## config.mk

```make
export PLATFORM = sky130hd
export DESIGN_NAME = oled_wr_arbiter
export DESIGN_NICKNAME = d
export VERILOG_FILES = /design/src/rtl/oled_pkg.sv /design/src/rtl/oled_rr_picker.sv /design/src/rtl/oled_wr_arbiter.sv
export SDC_FILE = /design/constraint.sdc
export NUM_CORES = 1
export LEC_CHECK = 0
export BUFFER_PORTS_ARGS = -buffer_cell sky130_fd_sc_hd__buf_2
export CAP_MARGIN = 10
export CORE_UTILIZATION = 40
export DETAILED_ROUTE_END_ITERATION = 7
export PLACE_DENSITY_LB_ADDON = 0.12
export SETUP_SLACK_MARGIN = 0.3
export SYNTH_ARGS = -nofsm -noshare
export SYNTH_HDL_FRONTEND = slang
export SYNTH_SLANG_ARGS = --single-unit
```

## constraint.sdc

```tcl
create_clock -name clk -period 1.6 [get_ports clk]
set_input_delay 0 -clock clk [delete_from_list [all_inputs] [get_ports clk]]
set_output_delay 0 -clock clk [all_outputs]
set_load 0.01 [all_outputs]
```

## src/rtl/oled_pkg.sv

```systemverilog
// Shared types and the round-robin search helper for the oled_controller write-port arbiter.
package oled_pkg;

  localparam int unsigned OLED_DATA_W    = 8;
  localparam int unsigned OLED_MAX_REQ   = 8;
  localparam int unsigned OLED_MAX_IDX_W = 3;

  typedef enum logic {
    ARB   = 1'b0,
    GRANT = 1'b1
  } arb_state_t;

  typedef struct packed {
    logic                      found;
    logic [OLED_MAX_IDX_W-1:0] idx;
  } rr_pick_t;

  // First set bit of valid at or after ptr, wrapping modulo n (n <= OLED_MAX_REQ).
  function automatic rr_pick_t rr_pick(input logic [OLED_MAX_REQ-1:0] valid,
                                       input logic [OLED_MAX_IDX_W-1:0] ptr,
                                       input int unsigned n);
    rr_pick_t    r;
    int unsigned cand;
    r = '0;
    for (int unsigned k = 0; k < OLED_MAX_REQ; k++) begin
      cand = (32'(ptr) + k) % n;
      if (k < n && !r.found && valid[OLED_MAX_IDX_W'(cand)]) begin
        r.found = 1'b1;
        r.idx   = OLED_MAX_IDX_W'(cand);
      end
    end
    return r;
  endfunction

endpackage

```

## src/rtl/oled_rr_picker.sv

```systemverilog
// Combinational rotate/priority-encode: picks the next requester at or after ptr.
module oled_rr_picker
  import oled_pkg::*;
#(
  parameter int unsigned N_REQ = 4,
  parameter int unsigned IDX_W = 2
) (
  input  logic [N_REQ-1:0] valid,
  input  logic [IDX_W-1:0] ptr,
  output logic             found_c,
  output logic [IDX_W-1:0] idx_c
);

  rr_pick_t pick;

  assign pick    = rr_pick(OLED_MAX_REQ'(valid), OLED_MAX_IDX_W'(ptr), N_REQ);
  assign found_c = pick.found;
  assign idx_c   = IDX_W'(pick.idx);

endmodule

```

## src/rtl/oled_wr_arbiter.sv

```systemverilog
// Round-robin, packet-locking arbiter for the oled_controller byte-write port.
// Define OLED_ARB_TIMEOUT_EN to revoke a grant whose holder stalls for IDLE_TIMEOUT cycles.
module oled_wr_arbiter
  import oled_pkg::*;
#(
  parameter  int unsigned N_REQ        = 4,
  parameter  int unsigned DATA_W       = OLED_DATA_W,
  parameter  int unsigned MAX_BURST    = 16,
  parameter  int unsigned IDLE_TIMEOUT = 32,
  localparam int unsigned IDX_W        = (N_REQ > 1) ? $clog2(N_REQ) : 1
) (
  input  logic                    clk,
  input  logic                    reset,
  input  logic [N_REQ-1:0]        req_valid,
  input  logic [N_REQ*DATA_W-1:0] req_data,
  input  logic [N_REQ-1:0]        req_last,
  output logic [N_REQ-1:0]        req_ready,
  output logic [DATA_W-1:0]       out_data,
  output logic                    out_we,
  input  logic                    buffer_full,
  output logic                    grant_valid,
  output logic [IDX_W-1:0]        grant_id
);

  localparam int unsigned BURST_W = (MAX_BURST > 1) ? $clog2(MAX_BURST) : 1;

  if (N_REQ < 1 || N_REQ > OLED_MAX_REQ || MAX_BURST < 1 || IDLE_TIMEOUT < 1) begin : g_bad_cfg
    $error("oled_wr_arbiter: unsupported parameter set");
  end

  arb_state_t       state;
  logic [IDX_W-1:0] rr_ptr;
  logic [BURST_W-1:0] burst_cnt;

  logic              pick_found_c;
  logic [IDX_W-1:0]  pick_idx_c;
  logic              sel_valid_c;
  logic              sel_last_c;
  logic [DATA_W-1:0] sel_data_c;
  logic              xfer_c;
  logic              release_c;
  logic [IDX_W-1:0]  next_ptr_c;

  oled_rr_picker #(
    .N_REQ (N_REQ),
    .IDX_W (IDX_W)
  ) u_picker (
    .valid   (req_valid),
    .ptr     (rr_ptr),
    .found_c (pick_found_c),
    .idx_c   (pick_idx_c)
  );

  // Holder's lane and the accept/release decisions for this cycle.
  always_comb begin
    sel_valid_c = req_valid[grant_id];
    sel_last_c  = req_last[grant_id];
    sel_data_c  = req_data[32'(grant_id)*DATA_W +: DATA_W];
    xfer_c      = !reset && (state == GRANT) && sel_valid_c && !buffer_full;
    release_c   = xfer_c && (sel_last_c || (burst_cnt == BURST_W'(MAX_BURST - 1)));
    next_ptr_c  = (grant_id == IDX_W'(N_REQ - 1)) ? '0 : grant_id + IDX_W'(1);
  end

  // Only the holder can see ready, and only on the cycle its byte is taken.
  always_comb begin
    req_ready = '0;
    if (xfer_c) begin
      req_ready[grant_id] = 1'b1;
    end
  end

`ifdef OLED_ARB_TIMEOUT_EN
  localparam int unsigned STALL_W = (IDLE_TIMEOUT > 1) ? $clog2(IDLE_TIMEOUT) : 1;

  logic [STALL_W-1:0] stall_cnt;
  logic               revoke_c;

  // Only a holder that has gone quiet counts; buffer_full stalls do not.
  assign revoke_c = (state == GRANT) && !sel_valid_c &&
                    (stall_cnt == STALL_W'(IDLE_TIMEOUT - 1));

  always_ff @(posedge clk) begin
    if (reset) begin
      stall_cnt <= '0;
    end else if (state != GRANT || xfer_c || revoke_c) begin
      stall_cnt <= '0;
    end else if (!sel_valid_c) begin
      stall_cnt <= stall_cnt + STALL_W'(1);
    end
  end
`else
  logic revoke_c;
  assign revoke_c = 1'b0;
`endif

  always_ff @(posedge clk) begin
    if (reset) begin
      state       <= ARB;
      rr_ptr      <= '0;
      burst_cnt   <= '0;
      grant_valid <= 1'b0;
      grant_id    <= '0;
      out_we      <= 1'b0;
      out_data    <= '0;
    end else begin
      out_we <= 1'b0;
      case (state)
        ARB: begin
          if (pick_found_c) begin
            grant_id    <= pick_idx_c;
            grant_valid <= 1'b1;
            burst_cnt   <= '0;
            state       <= GRANT;
          end
        end
        GRANT: begin
          if (xfer_c) begin
            out_data  <= sel_data_c;
            out_we    <= 1'b1;
            burst_cnt <= burst_cnt + BURST_W'(1);
          end
          // grant_id is left alone on release so the final write still carries its owner.
          if (release_c || revoke_c) begin
            grant_valid <= 1'b0;
            rr_ptr      <= next_ptr_c;
            state       <= ARB;
          end
        end
        default: state <= ARB;
      endcase
    end
  end

endmodule
```

==> results by group, run 1 <==
Status
  – Status: finished with violations
  – Failing checks: negative setup slack

Route
  – DRT Pass-1 Iters: 4
  – Drt drc: 0
  – Top routing layer in use: met4
  – Iter 0 DRT Violations: 9
  – Routed WL: 2.997 mm
  – Detail Route Antenna Nets: 0
  – Met1 Wirelength: 1.146 mm
  – WL per Instance: about 14 µm
  – Met3 wire length: roughly 210 µm
  – Routed length on met2: 1.586 mm
  – Total number of vias: between 1000 and 1500
  – Vias per inst: ~5.5

Layout
  – Antenna fix cells: 0
  – Non-Filler Instances: 219
  – Syn-to-layout area delta: 53.94%
  – Total Nets Final: around 240
  – Fraction of layout cells with a size suffix above 1: 0.5608
  – Post-layout util: 0.6721

Critical path
  – WS Path Type: reg2out
  – Worst path required time: 1.60 ns
  – Worst Path Arrival: 1.64 ns
  – Startpoint Class: flop
  – Critical path peak fanout: 5
  – Crit end category: output pin

Die
  – Row count: 18
  – Core Region: 0.002545 mm²
  – Boundary pin count: ~60
  – Die X: ~55 µm
  – DIE HEIGHT: 54.71 µm
  – Die ar.: 0.002993 mm²
  – Initial Utilization: 0.4366

CTS
  – Clock Path Buffers: 2
  – Clock tree sinks: 19
  – CTS root buf: clkbuf_4
  – Deepest level of the CTS H-tree: 1
  – Clk slew on worst S/H paths: roughly 0.11 ns
  – Clock Latency Late Sink: roughly 0.30 ns
  – Total CTS buffers: 3
  – TritonCTS clock tree: done

Yosys
  – Post-synth top flop: dfxtp_1
  – Syn_nets: approximately 170
  – Avg Cell Area, Syn: about 9.4 µm²
  – Post-synthesis async set-or-reset flop share: 0
  – Share of the yosys chip area belonging to registers: 0.3423
  – Count of different cell masters after synthesis: 27
  – Ys Warns: 0
  – Synthesized cell area: 0.001111 mm²
  – Synthesized instance count: 118
  – Post-synth EDFFs: 0
  – Yosys reg bits: 19

Timing
  – RSZ-0062 raised after global routing: true
  – Tmin final: 1.645 ns
  – Finish-stage setup viols: 5
  – Final Hold Fails: 0
  – Setup TNS: -0.1679 ns
  – Max Clk Rate: 608.0 MHz
  – Worst hold margin: 0.1024 ns
  – Slew margin rel.: 0.7450
  – Post-route clock skew: approximately 0.0012 ns
  – Slew Viols, Final: 0
  – Tightest Pin Transition: 0.3811 ns
  – Final worst slack: -0.04486 ns
  – Final worst-path cycle share: 1.028

Place
  – Number of instances in the placed design: roughly 210
  – Setup WS pre-CTS: 0.04823 ns
  – Input/output buffers: slightly below 60
  – Post-DP HPWL: around 2.1 mm
  – Final RePlAce weighted congestion: a little over 0.7

Flow run
  – Max cap viols: 0

Global routing
  – Initial antenna violation count: 0
  – Gr usage total: 0.2051
  – Pin count of the biggest net entering global routing: 19
  – Vias in the first global route: roughly 1100
  – GRT overflow: 0
  – First-pass GRT wire length: around 4.4 mm

Pwr
  – VDD IR max: 507.8 µV
  – Power density cells: between 500 and 600 mW/mm²
  – Leakage: 0.7880 nW

Worst hold path
  – Hold/Removal Path Class: in2reg
## worst paths after layout
| check | cells past startpoint | slack, ns | end | start |
|---|---|---|---|---|
| setup / recovery | 5 | -0.04 | req_ready[3] | grant_id[0] |
| setup reg to reg | 5 | 0 | rr_ptr[1] | grant_id[0] |
| hold / removal | 4 | 0.10 | grant_id[0] | req_valid[3] |
| hold reg to reg | 2 | 0.46 | out_data[5] | out_data[5] |
## area by class of cell
cell class                 count  area [µm²]
multi-input combinational     86       755.7
inverter                       7       33.78
tap                           30       37.54
clock inverter                 1       5.005
timing repair buffer          73       471.7
sequential                    19       384.1
fill                         216       834.6
clock buffer                   3       22.52
## placed cells by master (no fill, tap or decap), drive strengths merged
cell and count:
a21oi 16, clkbuf 4, inv 7, o211ai 1
nor2b 2, mux2i 1, a21o 1, dfxtp 19
nand2 20, nor3 2, or2 1, clkinv 1
xor2 2, ha 5, o221ai 2, nor2 6
nor4 1, a211o 2, o2111ai 1, nand2b 1
and3 2, nand4 2, nand3 3, mux4 10
buf 72, or3 1, and2 4
## flip-flops by register name, indices dropped and copies added, names as in the netlist
name         count
out_data         8
burst_cnt        4
state            1
out_we           1
grant_valid      1
grant_id         2
rr_ptr           2
## worst max-delay path: stages (launching register included)
cell     delay, ns
dfxtp_4       0.37
mux4_2        0.54
nand3_4       0.14
inv_8         0.05
and2_4        0.13
buf_6         0.11
## Yosys cell counts (2+ instances only)
cell      number  area (µm²)
a211o_1        2       17.52
a21oi_1       16       80.08
mux4_2         8       180.2
ha_1           5       62.56
nand4_1        2       12.51
and2_1         4       25.02
o221ai_1       2       17.52
nand2_1       20       75.07
clkbuf_1       3       11.26
inv_1          7       26.28
nor2b_1        2       12.51
buf_2          3       15.01
xor2_1         2       17.52
nand3_1        3       15.01
nor3_1         2       10.01
mux4_1         2       52.55
dfxtp_1       19       380.4
and3_1         2       12.51
nor2_1         6       22.52
## per-stage QoR
step / instance area (µm²) / power (mW)
finish: 1710 / 1.003
global placement: 1483 / 0.7165
detailed placement: 1483 / 0.7212
CTS: 1618 / 0.9828
global route: 1710 / 1.053
floorplan: 1141 / 0.6311
## where the power goes
group / internal (mW) / switching [mW] / leakage [nW]
clock network: 0.0930 / 0.155 / 0.0177
logic: 0.140 / 0.117 / 0.615
registers: 0.487 / 0.0106 / 0.155
## kinds of logic (layout without fill, tap and decap cells)
kind of cell	Yosys count	count (layout)	share of synthesized area
multiplexers	11	11	0.2185
AO/OA/AOI/OAI	23	23	0.1306
XOR/XNOR	2	2	0.01577
adder cells (fa/ha/maj)	5	5	0.05631
flip-flops	19	19	0.3423
buffers and inverters	13	84	0.04730
AND/OR/NAND/NOR	45	45	0.1892
## layer usage
metal | track usage | up-vias
met5 | 0 | -
met4 | 0.05128 | 0
met3 | 0.04167 | 8
met2 | 0.3675 | 52
met1 | 0.2453 | 569
li1 | - | 567
## timing repair
item | 4_1_cts | 5_1_grt
hold buffers | 0 | 0
cloned | 0 | 1
hold endpoints to repair | 0 | 0
pin swaps | 6 | 9
gates resized for setup | 15 | 15
setup endpoints to repair | 21 | 21
buffers inserted | 5 | 2
No activity file was read; power rests on OpenSTA's default activity.
==> inputs of run 2 (changes only) <==
==> constraint.sdc (replaced) <==
create_clock -name clk -period 1.6 [get_ports clk]
set_input_delay 0.24 -clock clk [delete_from_list [all_inputs] [get_ports clk]]
set_output_delay 0.24 -clock clk [all_outputs]
set_load 0.01 [all_outputs]
==> run 2 against run 1 <==
  * The flow still finishes with violations (negative setup slack)
  * Sequential power barely moved
  * Via count fell by 4.0%
  * Die area did not move
  * Core utilization fell by 2.4 points
  * Cell area fell by 3.6%
  * Register-to-register slack got worse by 0.07 ns
  * Global-route usage rose by 0.082 points
  * Clock skew rose by 0.0043 ns
  * Critical endpoint unchanged
==> results by group, run 2 (synthesis gave the netlist of run 1 again) <==
Die
  – Die X: 54.71 µm (unchanged)
  – Die ar.: 0.002993 mm² (unchanged)
  – Boundary pin count: 59 (unchanged)
  – Core Region: 0.002545 mm² (unchanged)
  – DIE HEIGHT: 54.71 µm (unchanged)
  – Row count: 18 (unchanged)
  – Initial Utilization: 0.4366 (unchanged)

Critical path
  – Worst Path Arrival: 1.59 ns (-0.05 ns)
  – WS Path Type: reg2out
  – Startpoint Class: flop
  – Worst path required time: 1.36 ns (-0.24 ns)
  – Crit end category: output pin
  – Critical path peak fanout: 5 (unchanged)

CTS
  – Clk slew on worst S/H paths: 0.12 ns (about the same)
  – Clock Path Buffers: 2 (unchanged)
  – TritonCTS clock tree: done
  – CTS root buf: clkbuf_4
  – Total CTS buffers: 3 (unchanged)
  – CTS Hold Buffers Added: 0 (unchanged)
  – Deepest level of the CTS H-tree: 1 (unchanged)
  – Clock tree sinks: 19 (unchanged)
  – Clock Latency Late Sink: 0.30 ns (about the same)

Place
  – Final RePlAce weighted congestion: 0.7720 (+7.3%)
  – Post-DP HPWL: 2.073 mm (-2.6%)
  – Input/output buffers: 58 (unchanged)
  – Setup WS pre-CTS: -0.003132 ns (-0.05137 ns)

Pwr
  – Clock share of power: 0.253 (+0.006)
  – Int Pwr: 0.7217 mW (+0.27%)
  – Power density cells: 604.9 mW/mm² (+3.2%)
  – Seq pwr share: 0.500 (+0.004)
  – VDD IR max: 380.2 µV (-25%)
  – Net Switching: 0.2759 mW (-2.5%)
  – Leakage: 0.7555 nW (-4.1%)
  – Combinational share of power: 0.247 (-0.009)
  – Switch share: 0.2766 (-0.005598)

Timing
  – RSZ-0062 raised after global routing: true
  – Post-route clock skew: 0.005441 ns (+0.004285 ns)
  – Setup TNS: -1.029 ns (-0.8609 ns)
  – Final worst-path cycle share: 1.147 (+0.1186)
  – Slew Viols, Final: 0 (unchanged)
  – Final Hold Fails: 0 (unchanged)
  – Slew margin rel.: 0.7654 (+0.02041)
  – Finish-stage setup viols: 6 (+1)
  – Tmin final: 1.835 ns (+0.1897 ns)
  – Max Clk Rate: 545.1 MHz (-10%)
  – Tightest Pin Transition: 0.3506 ns (-0.03050 ns)
  – Final worst slack: -0.2346 ns (-0.1897 ns)

Global routing
  – Gr usage total: 0.2059 (+0.0008156)
  – GRT overflow: 0 (unchanged)
  – Vias in the first global route: 1027 (-3.4%)
  – Initial antenna violation count: 0 (unchanged)
  – Pin count of the biggest net entering global routing: 19 (unchanged)
  – First-pass GRT wire length: 4.381 mm (-0.48%)

Layout
  – Top reg by flops: out_data
  – Biggest regs: out_data (8), burst_cnt (4)
  – Total Nets Final: 238 (unchanged)
  – Commonest non-fill, non-tap cells in the layout: buf_2, nand2_1, dfxtp_1
  – Fraction of layout cells with a size suffix above 1: 0.5608 (unchanged)
  – Commonest non-fill, non-tap cell in the layout: buf_2
  – Syn-to-layout area delta: 48.42%
  – Antenna fix cells: 0 (unchanged)
  – Max reg flops: 8 (unchanged)

Route
  – DRT Pass-1 Iters: 4 (unchanged)
  – Vias per inst: 5.242 (-4.0%)
  – Detail Route Antenna Nets: 0 (unchanged)
  – Iter 0 DRT Violations: 5 (-4)
  – Routed WL: 2.819 mm (-5.9%)
  – WL per Instance: 12.87 µm (-5.9%)
  – Total number of vias: 1148 (-4.0%)
  – Drt drc: 0 (unchanged)

Flow run
  – Max cap viols: 0 (unchanged)

Status
  – Failing checks: negative setup slack
  – Status: finished with violations

Worst hold path
  – Hold/Removal Path Class: in2reg
run 2: final cells by class:
type,count,area [µm²]
clock buffers,3,22.52
inverters,7,26.28
fillers,223,895.9
well taps,30,37.54
flip-flops and latches,19,386.6
repair buffers,73,457.9
multi-input cells,86,713.2
clock inverters,1,5.005
run 2: path summary, 6_finish.rpt:
kind                from      endpoint  slack, ns  cells past startpoint
max          grant_id[0]  req_ready[3]      -0.23                      5
min                reset   out_data[4]       0.35                      3
max reg2reg  grant_id[0]     rr_ptr[1]      -0.07                      5
min reg2reg  out_data[5]   out_data[5]       0.46                      2
run 2: timing repair:
item / CTS / global route
gates cloned: 1 / 0
endpoints found under the setup margin: 22 / 24
buffers inserted: 2 / 3
resized for setup: 14 / 14
pin swaps: 9 / 7
run 2: power by group through the flow:
stage	registers, mW	logic, mW	clock network [mW]
after floorplan	0.514	0.114	0
after global placement	0.509	0.213	0
after detailed placement	0.509	0.216	0
after CTS	0.498	0.231	0.258
after global routing	0.501	0.272	0.289
final	0.498	0.246	0.253
run 2: critical path: stages, from the launching register on:
cell     delay, ns
dfxtp_4       0.37
mux4_2        0.51
nand3_2       0.10
inv_2         0.06
and2_4        0.14
buf_6         0.11
run 2: layer usage:
layer / up-vias / GRT usage / part of all wire
met5: - / 0 / 0
met4: 0 / 0.06410 / 0.014
met3: 4 / 0.03611 / 0.036
met2: 34 / 0.3554 / 0.50
met1: 542 / 0.2564 / 0.45
li1: 568 / - / -
run 2: per-stage QoR:
step	utilization	area (µm²)	std cells	power, mW	hold slack (ns)
global route	0.6480	1649	219	1.061	0.3477
detailed placement	0.5860	1491	209	0.7254	0.4461
CTS	0.6239	1588	216	0.9863	0.3459
floorplan	-	1129	118	0.6279	0.4603
global placement	0.5860	1491	209	0.7215	0.4406
finish	0.6480	1649	219	0.9976	0.3508
==> inputs of run 3 (changes only) <==
- CELL_PAD_IN_SITES_DETAIL_PLACEMENT: unset -> 0
- CELL_PAD_IN_SITES_GLOBAL_PLACEMENT: unset -> 1
- CORE_UTILIZATION: 40 -> 28
==> run 3 against run 2 <==
  * The flow still finishes with violations (negative setup slack)
  * Cell area rose by 2.5%
  * Wire length rose by 12%
  * Non-clock buffer count fell by 2
  * Clock skew rose by 0.0012 ns
  * Combinational power barely moved
  * First-iteration DRC count rose to 7.8 times the previous value
  * Critical endpoint is now req_ready[1]
  * Sequential power barely moved
  * Count of clock-buffer cells in the layout did not move
  * Final cell count rose by 7.3%
  * Power rose by 8.3%
==> results by group, run 3 (synthesis gave the netlist of run 1 again) <==
Pwr
  – Power density cells: 639.2 mW/mm² (+5.7%)
  – Combinational share of power: 0.228 (-0.019)
  – Seq pwr share: 0.462 (-0.038)
  – Leakage: 0.7673 nW (+1.6%)
  – Net Switching: 0.2843 mW (+3.0%)
  – VDD IR max: 264.4 µV (-30%)
  – Int Pwr: 0.7962 mW (+10%)
  – Switch share: 0.2631 (-0.01345)
  – Pwr Total: 1.080 mW (+8.3%)
  – Clock share of power: 0.309 (+0.056)

Critical path
  – CP bufs+invs: 2 (unchanged)
  – Startpoint Class: flop
  – Worst path top cell family by delay: multiplexers
  – Critical path peak fanout: 5 (unchanged)
  – Slowest-stage cell, CP: mux4_2
  – WS Path Type: reg2out
  – Worst path required time: 1.36 ns (about the same)
  – Flop2flop setup slack: -0.11 ns (-0.04 ns)
  – Crit end category: output pin
  – Worst Path Arrival: 1.55 ns (-0.04 ns)
  – Crit-path cells: mux4_2, nand3_2, inv_2, and2_1, buf_2
  – Crit path largest cell delay: 0.52 ns (about the same)

Layout
  – Top reg by flops: out_data
  – Antenna fix cells: 0 (unchanged)
  – Fraction of layout cells with a size suffix above 1: 0.5348 (-0.02609)
  – Commonest non-fill, non-tap cell in the layout: buf_2
  – Syn-to-layout area delta: 52.14%
  – Commonest non-fill, non-tap cells in the layout: buf_2, nand2_1, dfxtp_1
  – Biggest regs: out_data (8), burst_cnt (4)
  – Total Nets Final: 236 (-0.84%)
  – Max reg flops: 8 (unchanged)

Global routing
  – Vias in the first global route: 1151 (+12%)
  – GRT overflow: 0 (unchanged)
  – Initial antenna violation count: 0 (unchanged)
  – Pin count of the biggest net entering global routing: 19 (unchanged)
  – Gr usage total: 0.1595 (-0.04642)
  – First-pass GRT wire length: 5.175 mm (+18%)

Route
  – WL per Instance: 13.39 µm (+4.0%)
  – Detail Route Antenna Nets: 0 (unchanged)
  – Total number of vias: 1161 (+1.1%)
  – Drt drc: 0 (unchanged)
  – Vias per inst: 4.940 (-5.8%)
  – DRT Pass-1 Iters: 4 (unchanged)
  – Routed WL: 3.147 mm (+12%)
  – Iter 0 DRT Violations: 39 (+34)

Timing
  – Max Clk Rate: 558.2 MHz (+2.4%)
  – Worst hold margin: 0.4248 ns (+0.07402 ns)
  – Slew Viols, Final: 0 (unchanged)
  – Final Hold Fails: 0 (unchanged)
  – Tmin final: 1.791 ns (-0.04313 ns)
  – Final worst-path cycle share: 1.120 (-0.02696)
  – Final worst slack: -0.1915 ns (+0.04313 ns)
  – RSZ-0062 raised after global routing: true
  – Slew margin rel.: 0.6956 (-0.06979)
  – Finish-stage setup viols: 7 (+1)
  – Tightest Pin Transition: 0.4549 ns (+0.1043 ns)
  – Post-route clock skew: 0.006618 ns (+0.001178 ns)

Place
  – Post-DP HPWL: 2.335 mm (+13%)
  – Input/output buffers: 58 (unchanged)
  – Setup WS pre-CTS: -0.01134 ns (-0.008210 ns)
  – Final RePlAce weighted congestion: 0.7837 (+1.5%)

Die
  – Row count: 22 (+4)
  – Die X: 64.99 µm (+19%)
  – Core Region: 0.003744 mm² (+47%)
  – DIE HEIGHT: 64.99 µm (+19%)
  – Die ar.: 0.004224 mm² (+41%)
  – Boundary pin count: 59 (unchanged)
  – Initial Utilization: 0.2968 (-0.1398)

CTS
  – Clock tree sinks: 19 (unchanged)
  – CTS root buf: clkbuf_8
  – Clock Latency Late Sink: 0.26 ns (-0.04 ns)
  – TritonCTS clock tree: done
  – Clock Path Buffers: 2 (unchanged)
  – Deepest level of the CTS H-tree: 1 (unchanged)
  – Clk slew on worst S/H paths: 0.08 ns (-0.04 ns)
  – Total CTS buffers: 3 (unchanged)

Flow run
  – Max cap viols: 0 (unchanged)

Worst hold path
  – Hold/Removal Path Class: in2reg

Status
  – Status: finished with violations
  – Failing checks: negative setup slack
==> run 3: changes by cell type in the layout (fill, tap and decap cells not counted), sizes merged <==
cell / previous run / this run
buf: 73 / 70
clkbuf: 3 / 4
==> run 3: repair_timing <==
action                                  in CTS  in global routing
gates resized for setup                      6                 15
endpoints found under the setup margin      22                 24
cloned                                       0                  1
pin swaps                                    9                  4
hold buffers                                 0                  0
setup buffers                                2                  2
==> run 3: routing by layer <==
metal / wire length, µm / up-vias / GRT usage
li1: - / 565 / -
met1: 1335 / 547 / 0.1898
met2: 1619 / 43 / 0.2826
met3: 150 / 6 / 0.02113
met4: 42 / 0 / 0.06944
met5: 0 / - / 0
==> run 3: final cells by class <==
type	count	area, µm²
clock buffer	3	41.29
tap	48	60.06
multi-input combinational	86	729.5
clock inverter	1	5.005
sequential	19	385.4
inverter	7	26.28
fill	399	2053
timing repair buffer	71	442.9
==> run 3: worst min-delay path: stages <==
cell and delay (ns):
buf_2 0.11, buf_4 0.25, a21oi_2 0.04
==> run 3: per-stage QoR <==
stage | instances | util | setup TNS [ns] | instance area [µm²]
global route | 235 | 0.4515 | -1.427 | 1690
CTS | 232 | 0.4251 | -1.078 | 1592
detailed placement | 226 | 0.4024 | -0.01134 | 1506
floorplan | 118 | - | 0 | 1129
finish | 235 | 0.4515 | -0.9692 | 1690
global placement | 226 | 0.4024 | 0 | 1506
==> run 3: worst paths after layout <==
path	start	end	depth (start not counted)
worst max register to register	grant_id[0]	rr_ptr[1]	6
worst max-delay path	grant_id[0]	req_ready[1]	5
worst min register to register	out_data[4]	out_data[4]	2
worst min-delay path	reset	rr_ptr[0]	3
==> run 3: power by group through the flow <==
stage	clock network, mW	registers (mW)	logic [mW]
floorplan	0	0.514	0.114
global placement	0	0.510	0.217
detailed placement	0	0.510	0.221
CTS	0.350	0.499	0.234
global route	0.361	0.502	0.272
finish	0.334	0.499	0.247
